<file path="src/rtl/round_robin_arbiter_v2.sv">
// Weighted, transaction-aware round-robin arbiter: registered one-hot grant 1 cycle after req, zero-bubble handover.
// A tenure lasts up to eff_weight complete transactions; ready low stalls beats and holds the grant indefinitely.
module round_robin_arbiter_v2 #(
   parameter int NUM_CLIENTS = 4,
   parameter int WEIGHT_W    = 4,
   localparam int IDX_W      = (NUM_CLIENTS > 1) ? $clog2(NUM_CLIENTS) : 1
) (
   input  logic                            clk,
   input  logic                            rst_n,
   input  logic [NUM_CLIENTS-1:0]          req,
   input  logic [NUM_CLIENTS-1:0]          last,
   input  logic [NUM_CLIENTS*WEIGHT_W-1:0] weight,
   input  logic                            ready,
   output logic [NUM_CLIENTS-1:0]          grant,
   output logic                            grant_valid,
   output logic [IDX_W-1:0]                grant_idx,
   output logic [WEIGHT_W-1:0]             credit
);

   typedef enum logic {IDLE, GRANT} state_t;

   state_t                 state_q, state_d;
   logic [NUM_CLIENTS-1:0] grant_q, grant_d;
   logic                   valid_q, valid_d;
   logic [IDX_W-1:0]       idx_q, idx_d;
   logic [IDX_W-1:0]       ptr_q, ptr_d;
   logic [WEIGHT_W-1:0]    credit_q, credit_d;

   logic                   cur_req, cur_last, beat, txn_done, release_now;
   logic [IDX_W-1:0]       nxt_idx, start_idx, win_idx;
   logic [NUM_CLIENTS-1:0] own_oh, masked_req, cand_req, win_oh;
   logic [WEIGHT_W-1:0]    win_weight;
   logic                   found;

   function automatic int wrap_add(input int a, input int b);
      int s;
      s = a + b;
      return (s >= NUM_CLIENTS) ? s - NUM_CLIENTS : s;
   endfunction

   always_comb begin
      cur_req     = req[idx_q];
      cur_last    = last[idx_q];
      beat        = valid_q & ready & cur_req;
      txn_done    = beat & cur_last;
      // Abandon covers a request dropped after its final beat as well as mid-transaction.
      release_now = valid_q & ((txn_done && (credit_q == WEIGHT_W'(1))) || !cur_req);

      nxt_idx = (idx_q == IDX_W'(NUM_CLIENTS - 1)) ? '0 : idx_q + IDX_W'(1);
      own_oh         = '0;
      own_oh[idx_q]  = 1'b1;
      masked_req     = req & ~own_oh;
      if (masked_req == '0) begin
         masked_req = req;
      end

      cand_req  = (state_q == GRANT) ? masked_req : req;
      start_idx = (state_q == GRANT) ? nxt_idx : ptr_q;

      found   = 1'b0;
      win_idx = '0;
      for (int k = 0; k < NUM_CLIENTS; k++) begin
         if (!found && cand_req[wrap_add(int'(start_idx), k)]) begin
            found   = 1'b1;
            win_idx = IDX_W'(wrap_add(int'(start_idx), k));
         end
      end

      win_oh          = '0;
      win_oh[win_idx] = 1'b1;
      win_weight      = weight[int'(win_idx)*WEIGHT_W +: WEIGHT_W];
      if (win_weight == '0) begin
         win_weight = WEIGHT_W'(1);
      end
   end

   always_comb begin
      state_d  = state_q;
      grant_d  = grant_q;
      valid_d  = valid_q;
      idx_d    = idx_q;
      ptr_d    = ptr_q;
      credit_d = credit_q;
      case (state_q)
         IDLE: begin
            if (found) begin
               state_d  = GRANT;
               grant_d  = win_oh;
               valid_d  = 1'b1;
               idx_d    = win_idx;
               credit_d = win_weight;
            end
         end
         GRANT: begin
            if (release_now) begin
               ptr_d = nxt_idx;
               if (found) begin
                  grant_d  = win_oh;
                  idx_d    = win_idx;
                  credit_d = win_weight;
               end else begin
                  state_d  = IDLE;
                  grant_d  = '0;
                  valid_d  = 1'b0;
                  credit_d = '0;
               end
            end else if (txn_done) begin
               credit_d = credit_q - WEIGHT_W'(1);
            end
         end
         default: state_d = IDLE;
      endcase
   end

   always_ff @(posedge clk or negedge rst_n) begin
      if (!rst_n) begin
         state_q  <= IDLE;
         grant_q  <= '0;
         valid_q  <= 1'b0;
         idx_q    <= '0;
         ptr_q    <= '0;
         credit_q <= '0;
      end else begin
         state_q  <= state_d;
         grant_q  <= grant_d;
         valid_q  <= valid_d;
         idx_q    <= idx_d;
         ptr_q    <= ptr_d;
         credit_q <= credit_d;
      end
   end

   assign grant       = grant_q;
   assign grant_valid = valid_q;
   assign grant_idx   = idx_q;
   assign credit      = credit_q;

endmodule

</file>
<file path="config.mk">
export PLATFORM = sky130hd
export DESIGN_NAME = round_robin_arbiter_v2
export DESIGN_NICKNAME = d
export VERILOG_FILES = /design/src/rtl/round_robin_arbiter_v2.sv
export SDC_FILE = /design/constraint.sdc
export NUM_CORES = 1
export LEC_CHECK = 0
export ABC_CLOCK_PERIOD_IN_PS = 3100
export BUFFER_PORTS_ARGS = -buffer_cell sky130_fd_sc_hd__clkbuf_2
export CORE_AREA = 4 4 59 61
export CTS_CLUSTER_DIAMETER = 100
export DETAILED_ROUTE_END_ITERATION = 12
export DIE_AREA = 0 0 63 65
export PLACE_DENSITY = 0.67
export SLEW_MARGIN = 25
export SYNTH_ARGS = -nofsm -noshare
export SYNTH_HDL_FRONTEND = slang
export SYNTH_SLANG_ARGS = --single-unit
export TNS_END_PERCENT = 100
</file>
<file path="constraint.sdc">
create_clock -name clk -period 3.1 [get_ports clk]
set_clock_uncertainty 0.15 [all_clocks]
set_input_delay 0.31 -clock clk [delete_from_list [all_inputs] [get_ports clk]]
set_output_delay 0.31 -clock clk [all_outputs]
set_load 0.1 [all_outputs]
</file>
==> impl_results.md <==
- TritonRoute pass-1 iters: 4
- Top-Level Pins: 38
- Antenna Cells: 0
- Cell variety after synth: 38
- CTS root buf: clkbuf_4
- Fin Setup TNS: 0 ps
- Sequential fraction of the synthesis area: 30.3%
- Row cnt: 20
- Initial antenna violation count: 0
- Synth Flop Type: dfrtp_1
- Routability cong.: 0.826
- Worst hold slack: 314 ps
- Crit-path max FO: 6
- Largest net degree at the start of global routing: 15
- Peak supply drop: 427 uV
- CP Capture Type: register
- Synth async-reset ratio: 100%
- Slew Limit Headroom: 63.9%
- Most frequent cell after synthesis: dfrtp_1
- Synth top area cells: dfrtp_1 (30%), mux2i_1 (9.5%), ha_1 (7.6%), mux2_2 (5.9%), a22o_1 (5.3%)
- Die Ht: 65 um
- Die area: 0.00410 mm^2
- Startpoint types: register
- DR WL/cell: 15.9 um
- Final setup vio count: 0
- Crit. Startpoint: grant_idx[1]
- Post-route cell area: 0.00154 mm^2
- Synth Register Bits: 14
- Setup WS post-layout: 32.4 ps
- Vias in the first global route: 1123
- PwrDens: 435 mW/mm^2
- Dpl ws: 2.02 ps
- Max-Cap Viols: 0
- Post-synth EDFFs: 0
- Largest area contributor in the netlist: dfrtp_1
- Cells after Synth: 118
- Synth warnings: 0
- Pins over their slew limit: 0
- CORE AREA: 0.00298 mm^2
- Nets: 204
- Layout Area Growth over Synthesis: 33.3%
- CTS tree: built
- Critical path class: register to register
- Worst endpoint required time: 3130 ps
- Routed Antenna Nets: 0
- Post-synth net total: 152
- Total track usage: 15.3%
- CTS clock-pin slew for the worst setup and hold paths: 90 ps
- Clk_lat worst skew: 290 ps
- Share of post-route cells with drive strength above 1: 44.4%
- Min Tclk post-route: 3070 ps
- Synth top cells by count: dfrtp_1 (14), mux2i_1 (11), inv_1 (10), nand2_1 (10), nor2_1 (9)
- Worst reg2reg path startpoint: grant_idx[1]
- Via count: 1131
- Routed WL: 3220 um
- Pleak: 0.000795 uW
- Total gr overflow: 0
- Placed cell area: 0.00138 mm^2
- Chip width: 63 um
- Max Clk Rate: 0.326 GHz
- Yosys top cell area share: 30.3%
- Total CTS buffers: 3
- Vias/cell: 5.60
- Initial core utilization: 38.8%
- First-pass GRT wire length: 5090 um
- RSZ-0062 raised after global routing: yes
- Initial DRC Count: 88
- H-tree depth: 1
- Status: complete, no violations
- Worst min path class: primary input to asynchronous set/reset pin
- Total power: 669 uW
- Final hold viol count: 0
- Worst Path Arrival: 3100 ps
- Detailed Place HPWL: 2460 um
- Worst Max-Slew Pin Slew: 545 ps
- Clock tree sinks: 14
- Maximum buffer depth of the clock tree: 2
- Synthesized area per cell: 9.79 um^2
- Drc violations: 0
- Syn Std Cell Area: 0.00115 mm^2
- Fin crit share: 99.0%
- Port buffer count: 37
cell type report:
cell class,instances,area [um^2]
Sequential cell,14,358
Multi-Input combinational cell,91,774
Fill cell,265,1440
Clock buffer,4,36.3
Tap cell,33,41.3
Inverter,10,40.0
Timing Repair Buffer,50,289
cells in the final DEF, fill, tap and decap left out, types with 2 or more instances in the layout:
cell type | synthesis | routed
o21ai_0 | 6 | 6
a21oi_1 | 3 | 3
mux2_4 | 0 | 3
and2b_2 | 0 | 2
o311ai_0 | 2 | 2
dfrtp_1 | 14 | 12
nor2_1 | 9 | 9
nand2_1 | 10 | 10
mux2i_1 | 11 | 11
dfrtp_4 | 0 | 2
nor3_1 | 4 | 4
inv_1 | 10 | 8
mux2_2 | 6 | 3
clkbuf_4 | 0 | 3
a22o_1 | 7 | 7
clkbuf_2 | 0 | 37
buf_4 | 0 | 11
ha_1 | 7 | 4
ha_2 | 0 | 2
flip-flops by register name, summed over array words and instances, names as in the netlist:
signal / cells
ptr_q: 2
grant: 4
grant_valid: 1
grant_idx: 2
state_q: 1
credit: 4
per-stage QoR:
stage          cells  util [%]
6_report         202      51.7
5_1_grt          202      51.7
4_1_cts          193      48.0
3_5_place_dp     188      46.3
3_3_place_gp     188      46.3
2_1_floorplan    118         -
repair_timing:
action,CTS,global route
pin swaps,0,4
hold buffers,1,0
cloned,0,1
setup endpoints to repair,1,4
endpoints found under the hold margin,14,0
setup buffers,0,8
resized for setup,1,12
cell families (layout without fill, tap and decap cells):
kind of cell	Yosys count	count (layout)	synth area share [%]
AOI/OAI and AO/OA	31	31	21.0
adders and majority gates	7	7	7.58
buffers and inverters	13	64	6.18
DFF	14	14	30.3
muxes	19	19	19.6
and+or+nand+nor	34	34	15.3
routing by layer:
metal  track usage [%]  up-vias  share of wire [%]  routed length, um
met2              29.5       34                 55               1770
met5                 0        -                  0                  0
met3              2.77        6                4.4                141
met1              16.8      547                 39               1270
met4              4.68        0                1.3                 41
li1                  -      544                  -                  -
critical path, cell delays in order, from the launching register on:
cell and delay (ps):
dfrtp_4 530, inv_4 80, ha_4 120, and2b_2 230, o311a_1 310, a311o_1 340
a221oi_2 340, buf_4 210, mux2i_1 190, mux2_4 180, o32ai_2 60, a22o_1 220
worst paths after layout:
path / end / slack, ps / cells after the start
setup / recovery: credit[2] / 30 / 11
hold / removal: credit[1] / 310 / 2
setup reg to reg: credit[2] / 30 / 11
hold reg to reg: grant[2] / 360 / 1
max in group asynchronous: grant_idx[1] / 2180 / 2
min in group clk: state_q / 350 / 4
power breakdown:
group          switching [uW]  internal (uW)
sequential               16.4            197
combinational             200            120
clock                    63.6           71.5
total                     280            389
(Power assumes the default switching activity.)
